[src/rtl/seq_divider.sv]
`default_nettype none
// ============================================================================
//  Module   : seq_divider
//  Purpose  : Sequential unsigned restoring divider, one quotient bit per
//             clock, with a start/done handshake.
//  Revision : 1.0  initial release
// ============================================================================
module seq_divider #(
   parameter int WIDTH = 4
) (
   input  logic             clk,
   input  logic             rst,
   input  logic             start,
   input  logic [WIDTH-1:0] dividend,
   input  logic [WIDTH-1:0] divisor,
   output logic             busy,
   output logic             done,
   output logic [WIDTH-1:0] quotient,
   output logic [WIDTH-1:0] remainder,
   output logic             div_by_zero
);

   localparam int CW = (WIDTH > 2) ? $clog2(WIDTH) : 1;

   localparam logic [1:0]    c_idle = 2'd0;
   localparam logic [1:0]    c_run  = 2'd1;
   localparam logic [1:0]    c_done = 2'd2;
   localparam logic [CW-1:0] c_last = CW'(WIDTH - 1);

   logic [1:0]       r_state;
   logic [WIDTH-1:0] r_p;
   logic [WIDTH-1:0] r_q;
   logic [WIDTH-1:0] r_div;
   logic [CW-1:0]    r_cnt;

   logic [WIDTH:0]   w_t;
   logic [WIDTH:0]   w_diff;
   logic             w_ge;
   logic [WIDTH-1:0] w_p_next;
   logic [WIDTH-1:0] w_q_next;

   // The partial remainder always stays below the divisor, so T < 2*divisor:
   // the borrow bit of T - divisor is exactly the complement of T >= divisor.
   always_comb begin
      w_t      = {r_p, r_q[WIDTH-1]};
      w_diff   = w_t - {1'b0, r_div};
      w_ge     = ~w_diff[WIDTH];
      w_p_next = w_ge ? w_diff[WIDTH-1:0] : w_t[WIDTH-1:0];
      w_q_next = {r_q[WIDTH-2:0], w_ge};
   end

   always_ff @(posedge clk or posedge rst) begin
      if (rst) begin
         r_state     <= c_idle;
         r_p         <= '0;
         r_q         <= '0;
         r_div       <= '0;
         r_cnt       <= '0;
         busy        <= 1'b0;
         done        <= 1'b0;
         quotient    <= '0;
         remainder   <= '0;
         div_by_zero <= 1'b0;
      end else begin
         case (r_state)
            c_idle: begin
               if (start) begin
                  busy <= 1'b1;
                  if (divisor != '0) begin
                     r_q         <= dividend;
                     r_div       <= divisor;
                     r_p         <= '0;
                     r_cnt       <= '0;
                     div_by_zero <= 1'b0;
                     r_state     <= c_run;
                  end else begin
                     quotient    <= '1;
                     remainder   <= dividend;
                     div_by_zero <= 1'b1;
                     done        <= 1'b1;
                     r_state     <= c_done;
                  end
               end
            end
            c_run: begin
               r_p   <= w_p_next;
               r_q   <= w_q_next;
               r_cnt <= r_cnt + 1'b1;
               if (r_cnt == c_last) begin
                  quotient  <= w_q_next;
                  remainder <= w_p_next;
                  done      <= 1'b1;
                  r_state   <= c_done;
               end
            end
            c_done: begin
               done    <= 1'b0;
               busy    <= 1'b0;
               r_state <= c_idle;
            end
            default: begin
               done    <= 1'b0;
               busy    <= 1'b0;
               r_state <= c_idle;
            end
         endcase
      end
   end

endmodule
`default_nettype wire

[config.mk]
export PLATFORM = sky130hd
export DESIGN_NAME = seq_divider
export DESIGN_NICKNAME = d
export VERILOG_FILES = /design/src/rtl/seq_divider.sv
export SDC_FILE = /design/constraint.sdc
export NUM_CORES = 1
export LEC_CHECK = 0
export CAP_MARGIN = 20
export CORE_ASPECT_RATIO = 0.9
export CORE_MARGIN = 8
export CORE_UTILIZATION = 55
export DETAILED_ROUTE_END_ITERATION = 12
export PLACE_DENSITY_LB_ADDON = 0.1
export SLEW_MARGIN = 30
export SYNTH_ARGS = -nofsm -noshare
export SYNTH_HDL_FRONTEND = slang
export SYNTH_SLANG_ARGS = --single-unit
[constraint.sdc]
create_clock -name clk -period 4.1 [get_ports clk]
set_clock_uncertainty 0.2 [all_clocks]
set_input_delay 1.23 -clock clk [delete_from_list [all_inputs] [get_ports clk]]
set_output_delay 1.23 -clock clk [all_outputs]
set_load 0.02 [all_outputs]
Word-level counts from Yosys, hierarchy flattened
Cells that the tools add are included.
{ "op_classes": {"n_addsub": 2, "eq_ne": 6, "muxes": 29, "bitwise_logic": 2, "n_reduce_logical": 10} }
{ "ops": {"columns": ["op", "n"], "rows": [
  ["$mux W4", 11],
  ["$pmux W4 S2", 4],
  ["$mux W2", 5],
  ["$reduce_and A3 Y1", 3],
  ["$ne A2 B2 Y1 const B", 4],
  ["$pmux W2 S2", 2],
  ["$reduce_and A2 Y1", 3],
  ["$mux W1", 5],
  ["$sub A5 B4 Y5", 1],
  ["$pmux W1 S2", 2],
  ["$reduce_and A4 Y1", 1],
  ["$reduce_bool A4 Y1", 1],
  ["$add A2 B1 Y2 const B", 1],
  ["$eq A2 B1 Y1 const B", 1],
  ["$eq A2 B2 Y1 const B", 1],
  ["$logic_not A2 Y1", 1],
  ["$not A1 Y1", 2],
  ["$reduce_bool A2 Y1", 1]
]} }
{ "totals": {"ff_bits": 27, "out_inout_bits": 11, "wordCells": 59} }

Depth between registers and ports, before layout
Gate-level depths: netlist of the first run.
{ "logic_depth": {"ltp_word": 4, "ltp_mapped": 9, "mapped_depth_nobuf": 8} }

Least setup slack after synthesis of the first run
No wires, ideal clock.
{ "synth_timing": {"path_kind": "input-to-reg", "start": "input port divisor[3]", "end": "register r_q[0]", "setup_time_ps": 141, "arrival_ps": 2136, "required_time_ps": 3759, "path_slack_ps": 1622, "stages": 5, "path_buffers": 0, "path_cell_list": "or4_4 > a21oi_2 > nor2_2 > nor2_1 > a31oi_1"} }
{ "synth_via": {"elab_chain_cells": 3} }
{ "synth_lines": {"columns": ["element", "line", "rtl"], "rows": [
  ["start, declared", "15", "input logic [WIDTH-1:0] divisor,"],
  ["$reduce_bool A4 Y1", "69", "if (divisor != '0) begin"],
  ["$ne A2 B2 Y1 (no source line)", null, null],
  ["$reduce_and A3 Y1 (no source line)", null, null],
  ["end signal, assigned", "70", "r_q <= dividend;"],
  ["end signal, assigned", "87", "r_q <= w_q_next;"],
  ["end, declared", "32", "logic [WIDTH-1:0] r_q;"]
]} }
Every way passes these cells.
A chain may end at the register's enable or synchronous reset.

Worst setup path after layout of the first run
{ "layout_timing": {"start": "register quotient[3]", "end": "output port quotient[3]"} }
{ "layout_lines": {"columns": ["element", "line", "rtl"], "rows": [
  ["start, declared", "18", "output logic [WIDTH-1:0] quotient,"],
  ["start signal, assigned", "90", "quotient <= w_q_next;"]
]} }
No word-level cell between the ends.

==> impl_metrics.py, run 1 <==
metrics = {
    "status": {
        "status": "complete, no violations",
    },
    "timing": {
        "finalSetupTns_ns": 0,
        "tightestPinTransition_ns": 0.565,
        "final-hold-violation-count": 0,
        "slew_viol_final": 0,
        "finalSetupViolCount": 0,
        "worst_slack_ns": 1.35,
        "post-route-period-util_pct": 67.2,
        "slew_headroom_pct": 62.1,
        "period_minus_slack_ns": 2.75,
        "timing.fmax_ghz": 0.363,
        "rsz0062_at_grt": "false",
    },
    "power": {
        "power_mw": 1.49,
        "peakVddDrop_v": 0.000602,
        "p_per_area_mw_per_mm2": 878,
        "leakage_nw": 0.756,
    },
    "yosys": {
        "ys_seq_area_share_pct": 46.0,
        "synthMuxAreaShare_pct": 0.681,
        "synth-seq-cells": 27,
        "async_reset_ff_share_pct": 100,
        "synth.distinct_cells": 44,
        "synth-edff-count": 0,
        "synthCells": 156,
        "yosysWarnings": 0,
        "synth-compound-area-share_pct": 15.7,
        "synth_area_mm2": 0.00147,
        "synth-xor-area-share_pct": 1.79,
        "syn_area_per_cell_um2": 9.42,
        "synth_top_family_by_area": "simple AND/OR/NAND/NOR gates",
        "yosys_most_used_dff": "dfrtp_1",
        "synthAdderAreaFrac_pct": 5.62,
        "synth_nets": 173,
        "synthSimpleGateAreaFrac_pct": 24.8,
    },
    "setup_path": {
        "critPathTopFamily": "buffers and inverters",
        "crit_slowest_cell": "clkdlybuf4s50_1",
        "cp-startpoint": "quotient[3]$_DFFE_PP0P_",
        "cp_num_cells": 1,
        "cp_max_fo": 2,
        "crit_type": "register to output port",
        "r2r_cells": 8,
        "path_buf_inv": 1,
        "cpPeakStageDelay_ns": 0.61,
        "crit_required_ns": 2.67,
        "rrSetupSlack_ns": 1.47,
        "startpoint_type": "register",
        "reg2reg_from": "r_q[3]$_DFFE_PP0P_",
        "endpoint": "quotient[3]",
        "worstReg2RegEnd": "r_p[3]$_DFFE_PP0P_",
        "worstPathCellList": "clkdlybuf4s50_1",
        "cp-end-kind": "output port",
        "cp.arrival_ns": 1.32,
    },
    "place": {
        "placed_cell_area_mm2": 0.00167,
        "gp_congestion": 0.778,
        "port_buffers": 21,
        "hpwl_um": 2250,
        "dp.cells": 200,
        "pre_cts_ws_ns": 1.03,
    },
    "clocking": {
        "clockRootBuffer": "clkbuf_4",
        "worstSkewPairLatency_ns": 0.33,
        "cts_hold_buf": 0,
        "cts_sinks": 27,
        "post_cts_resized": 0,
        "numCtsBuffers": 3,
        "cts_setup_buffers": 0,
        "clkTransAtPathRegs_ns": 0.14,
        "clockBufferDepth": 2,
        "cts_tree": "yes",
        "htreeDepth": 1,
    },
    "finish": {
        "fin_nets": 194,
        "antennaDiodeCount": 0,
        "register_area_um2": 676,
        "fillCellCount": 205,
        "multiInputGateArea_um2": 713,
        "final_cell_area_mm2": 0.00170,
        "final_cells": 204,
        "syn_to_final_growth_pct": 15.7,
        "drive_gt1_share_pct": 11.4,
    },
    "drt": {
        "via_per_inst": 5.62,
        "via_count": 1146,
        "drt_pre_antenna_iters": 4,
        "wl_per_cell_um": 14.1,
        "drt_wl_total_um": 2880,
        "antenna_left": 0,
        "drc": 0,
        "drt_iter0_markers": 48,
    },
    "global_routing": {
        "antenna_found_initial": 0,
        "grt_pass1_vias": 1137,
        "grt_max_degree": 28,
        "grt-ovfl-total": 0,
        "gr-usage-all-layers_pct": 13.6,
        "grt_first_pass_wirelength_um": 5130,
    },
    "job": {
        "max_cap_viol_count": 0,
    },
    "floorplan": {
        "initial_core_util_pct": 59.0,
        "die_w_um": 70.5,
        "core-area_mm2": 0.00249,
        "die_area_mm2": 0.00458,
        "num_rows": 17,
        "die_y_um": 65.0,
        "ios": 22,
    },
    "hold_path": {
        "hp-class": "register to register",
    },
}
## how the worst min path moves through the flow
stage | endpoint | start | depth (start not counted) | slack (ns)
floorplan | r_div[2]$_DFFE_PP0P_ | r_div[2]$_DFFE_PP0P_ | 2 | 0.25
global placement | r_cnt[0]$_DFFE_PP0P_ | r_cnt[0]$_DFFE_PP0P_ | 1 | 0.26
detailed placement | r_cnt[0]$_DFFE_PP0P_ | r_cnt[0]$_DFFE_PP0P_ | 1 | 0.27
CTS | r_cnt[0]$_DFFE_PP0P_ | r_cnt[0]$_DFFE_PP0P_ | 1 | 0.29
global route | r_cnt[0]$_DFFE_PP0P_ | r_cnt[0]$_DFFE_PP0P_ | 1 | 0.32
finish | r_cnt[0]$_DFFE_PP0P_ | r_cnt[0]$_DFFE_PP0P_ | 1 | 0.29
## sequential cells by signal, indices dropped and copies added (netlist names)
register / flops
div_by_zero: 1
r_cnt: 2
r_p: 4
r_state: 2
r_q: 4
busy: 1
quotient: 4
r_div: 4
remainder: 4
done: 1
## kinds of logic after synthesis
group                      count (synthesis)
AOI/OAI and AO/OA                         30
buffers and inverters                     14
muxes                                      1
DFF                                       27
xor gates and xnor gates                   3
adders and majority gates                  6
and+or+nand+nor                           75
## stage by stage
| step | utilization [%] | hold WS [ns] |
|---|---|---|
| detailed placement | 67.2 | 0.275 |
| global placement | 67.2 | 0.258 |
| global route | 68.3 | 0.320 |
| CTS | 68.3 | 0.295 |
| finish | 68.3 | 0.294 |
| floorplan | - | 0.246 |
## per-layer routing
| layer | track usage [%] | share of wire (%) | vias to the layer above |
|---|---|---|---|
| met1 | 17.2 | 46 | 544 |
| met2 | 21.2 | 47 | 17 |
| met4 | 6.27 | 2.7 | 0 |
| met3 | 3.50 | 4.1 | 7 |
| met5 | 0 | 0 | - |
| li1 | - | - | 578 |
## cell usage in the layout, fill, tap and decap left out, drive strengths merged
cell type / synthesis / routed
or4: 1 / 1
clkdlybuf4s50: 0 / 21
xnor2: 2 / 2
ha: 5 / 5
nand3: 4 / 4
nor3b: 1 / 1
xor2: 1 / 1
fa: 1 / 1
nor2b: 2 / 2
buf: 5 / 1
a311oi: 1 / 1
a31oi: 7 / 7
nand3b: 1 / 1
a22o: 1 / 1
a21oi: 8 / 8
and2b: 1 / 1
nor2: 24 / 24
and3b: 1 / 1
clkbuf: 1 / 3
nor3: 1 / 1
nand2b: 2 / 2
mux2i: 1 / 1
or2: 1 / 1
o22a: 1 / 1
dfrtp: 27 / 27
nand2: 31 / 31
clkinv: 0 / 1
o2bb2ai: 1 / 1
and4b: 2 / 2
nor4: 1 / 1
o211a: 1 / 1
or3: 2 / 2
a221oi: 1 / 1
a211oi: 1 / 1
o21ai: 6 / 6
o22ai: 1 / 1
inv: 8 / 8
a2111oi: 1 / 1
## synthesized netlist by cell type (2+ instances only)
master	count	area (µm²)
xnor2_1	2	17.5
buf_6	3	33.8
or3_1	2	12.5
a21oi_2	2	17.5
dfrtp_1	27	676
a21oi_1	6	30.0
nand2_1	30	113
o21ai_0	5	25.0
ha_1	5	62.6
nand2b_1	2	12.5
inv_1	8	30.0
a31oi_1	7	43.8
nand3_1	3	15.0
nor2b_1	2	12.5
nor2_1	23	86.3
## where the power goes
group          switching, mW  internal, mW  total (mW)
logic                  0.503         0.384       0.888
clock network         0.0783        0.0367       0.115
registers             0.0988         0.391       0.489
## final cells by class
| class | instances | share of cell area, % |
|---|---|---|
| Multi-Input combinational cell | 115 | 42.0 |
| Clock buffer | 3 | 1.33 |
| Clock inverter | 1 | 0.295 |
| Sequential cell | 27 | 39.8 |
| Timing Repair Buffer | 22 | 12.8 |
| Tap cell | 28 | 2.06 |
| Inverter | 8 | 1.77 |
Note: power is estimated with default switching activity, not from simulation.
==> run 2, diff against run 1 <==
--- a/config.mk
+++ b/config.mk
@@ -8,7 +8,7 @@
 export CAP_MARGIN = 20
 export CORE_ASPECT_RATIO = 0.9
 export CORE_MARGIN = 8
-export CORE_UTILIZATION = 55
+export CORE_UTILIZATION = 48
 export DETAILED_ROUTE_END_ITERATION = 12
 export PLACE_DENSITY_LB_ADDON = 0.1
 export SLEW_MARGIN = 30
==> constraint.sdc (replaced) <==
create_clock -name clk -period 2.2 [get_ports clk]
set_clock_uncertainty 0.2 [all_clocks]
set_input_delay 0.66 -clock clk [delete_from_list [all_inputs] [get_ports clk]]
set_output_delay 0.66 -clock clk [all_outputs]
set_load 0.02 [all_outputs]
==> run 2 against run 1 <==
- the run now ends with setup timing left
- total power grew 130%
- worst hold slack lost 0.0075 ns
- global-route usage grew 0.52 points
- sequential power grew 89%
==> impl_metrics.py, run 2 (synthesis gave the netlist of run 1 again) <==
metrics = {
    "status": {
        "status": "finished with violations",
        "violations": "setup timing",
    },
    "global_routing": {
        "antenna_found_initial": 0,
        "grt_pass1_vias": 1198,
        "grt_max_degree": 28,
        "grt_first_pass_wirelength_um": 5510,
        "grt-ovfl-total": 0,
        "gr-usage-all-layers_pct": 14.1,
    },
    "clocking": {
        "clockRootBuffer": "clkbuf_4",
        "clkTransAtPathRegs_ns": 0.16,
        "numCtsBuffers": 3,
        "cts_tree": "yes",
        "cts_sinks": 27,
        "htreeDepth": 1,
        "worstSkewPairLatency_ns": 0.33,
        "clockBufferDepth": 2,
    },
    "timing": {
        "rsz0062_at_grt": "true",
        "slew_viol_final": 0,
        "tightestPinTransition_ns": 0.559,
        "period_minus_slack_ns": 2.32,
        "finalSetupViolCount": 6,
        "post-route-period-util_pct": 105,
        "finalSetupTns_ns": -0.289,
        "final-hold-violation-count": 0,
        "timing.fmax_ghz": 0.431,
        "worst_slack_ns": -0.118,
        "slew_headroom_pct": 62.7,
    },
    "power": {
        "leakage_nw": 0.910,
        "power_mw": 3.46,
        "power_frac_clock_pct": 6.3,
        "p_per_area_mw_per_mm2": 1750,
        "p_seq_share_pct": 26.8,
        "peakVddDrop_v": 0.000907,
        "swShare_pct": 43.4,
        "p_switching_mw": 1.50,
        "intPower_mw": 1.96,
        "power_frac_comb_pct": 67.0,
    },
    "setup_path": {
        "r2r_cells": 9,
        "crit_type": "register to register",
        "cp_max_fo": 3,
        "cp-startpoint": "r_q[3]$_DFFE_PP0P_",
        "worstReg2RegEnd": "remainder[1]$_DFFE_PP0P_",
        "endpoint": "remainder[1]$_DFFE_PP0P_",
        "crit_required_ns": 2.22,
        "rrSetupSlack_ns": -0.12,
        "cp-end-kind": "register",
        "reg2reg_from": "r_q[3]$_DFFE_PP0P_",
        "startpoint_type": "register",
        "cp.arrival_ns": 2.34,
    },
    "finish": {
        "fillCellCount": 273,
        "antennaDiodeCount": 0,
        "syn_to_final_growth_pct": 35.1,
        "final_common_cell": "nand2_1",
        "register_area_um2": 676,
        "final_cell_area_mm2": 0.00198,
        "fin_nets": 211,
        "final_cell_mix": "nand2_1 (30), dfrtp_1 (27), nor2_1 (21), buf_4 (14), clkdlybuf4s50_1 (11)",
        "final_cells": 235,
        "drive_gt1_share_pct": 24.9,
        "multiInputGateArea_um2": 813,
    },
    "floorplan": {
        "core-area_mm2": 0.00300,
        "die_area_mm2": 0.00509,
        "ios": 22,
        "die_y_um": 68.5,
        "initial_core_util_pct": 49.0,
        "die_w_um": 74.3,
        "num_rows": 19,
    },
    "drt": {
        "via_count": 1225,
        "drc": 0,
        "drt_wl_total_um": 3340,
        "wl_per_cell_um": 14.2,
        "antenna_left": 0,
        "drt_pre_antenna_iters": 4,
        "drt_iter0_markers": 54,
        "via_per_inst": 5.21,
    },
    "place": {
        "port_buffers": 21,
        "gp_congestion": 0.797,
        "placed_cell_area_mm2": 0.00183,
        "dp.cells": 230,
        "hpwl_um": 2520,
    },
    "hold_path": {
        "hp-class": "register to register",
    },
    "job": {
        "max_cap_viol_count": 0,
    },
}
## run 2: cell types whose count changed in the layout (fill, tap and decap cells not counted), moves of 2 or more
cell / change
xnor2_1: -2
dlymetal6s2s_1: +7
buf_6: +3
nor2_1: -2
buf_4: +13
dlygate4sd2_1: +3
clkdlybuf4s50_1: -10
## run 2: final cells by class
cell class / count / share of cell area [%]
Inverter: 8 / 1.51
Clock buffer: 3 / 1.13
Sequential cell: 27 / 34.0
Timing Repair Buffer: 39 / 19.3
Multi-Input combinational cell: 115 / 41.0
Tap cell: 42 / 2.65
Clock inverter: 1 / 0.378
## run 2: worst min-delay path by stage
stage                                 endpoint  slack (ns)  depth (start not counted)                  from
after CTS                 r_cnt[0]$_DFFE_PP0P_        0.30                          1  r_cnt[0]$_DFFE_PP0P_
after global routing      r_cnt[0]$_DFFE_PP0P_        0.31                          1  r_cnt[0]$_DFFE_PP0P_
after floorplan           r_div[2]$_DFFE_PP0P_        0.25                          2  r_div[2]$_DFFE_PP0P_
after detailed placement  r_cnt[0]$_DFFE_PP0P_        0.28                          1  r_cnt[0]$_DFFE_PP0P_
after global placement    r_cnt[0]$_DFFE_PP0P_        0.26                          1  r_cnt[0]$_DFFE_PP0P_
final                     r_cnt[0]$_DFFE_PP0P_        0.29                          1  r_cnt[0]$_DFFE_PP0P_
## run 2: per-stage QoR
stage / utilization (%) / hold WS (ns) / setup WS [ns]
after floorplan: - / 0.246 / -0.0397
after global placement: 61.1 / 0.261 / -0.241
after detailed placement: 61.1 / 0.276 / -0.288
after CTS: 63.7 / 0.296 / -0.125
after global routing: 66.2 / 0.312 / -0.192
final: 66.2 / 0.287 / -0.118
## run 2: routing by layer
layer	global-route usage, %	routed length [µm]	vias to the layer above
met2	24.5	1660	22
met3	3.66	133	8
met4	3.66	65	0
li1	-	-	610
met1	17.0	1480	585
met5	0	0	-
## run 2: power groups by stage
stage               Sequential [mW]  Clock (mW)  Combinational (mW)
floorplan                     0.985           0                1.23
global placement              0.913           0                1.94
detailed placement            0.929           0                1.99
CTS                           0.924       0.232                2.14
global route                  0.959       0.248                2.54
finish                        0.926       0.218                2.32
## run 2: what timing repair did
| item | CTS | global route |
|---|---|---|
| gates resized for setup | 11 | 18 |
| setup endpoints to repair | 13 | 17 |
| pin swaps | 4 | 9 |
| setup buffers | 1 | 0 |
| hold buffers | 0 | 0 |
## run 2: worst max-delay path: stages, from the launching register on
cell	delay (ns)
dfrtp_1	0.39
inv_2	0.06
ha_4	0.16
fa_2	0.35
nand2b_4	0.16
o2bb2ai_4	0.18
buf_6	0.14
and4b_1	0.19
a311oi_2	0.29
a31oi_1	0.11
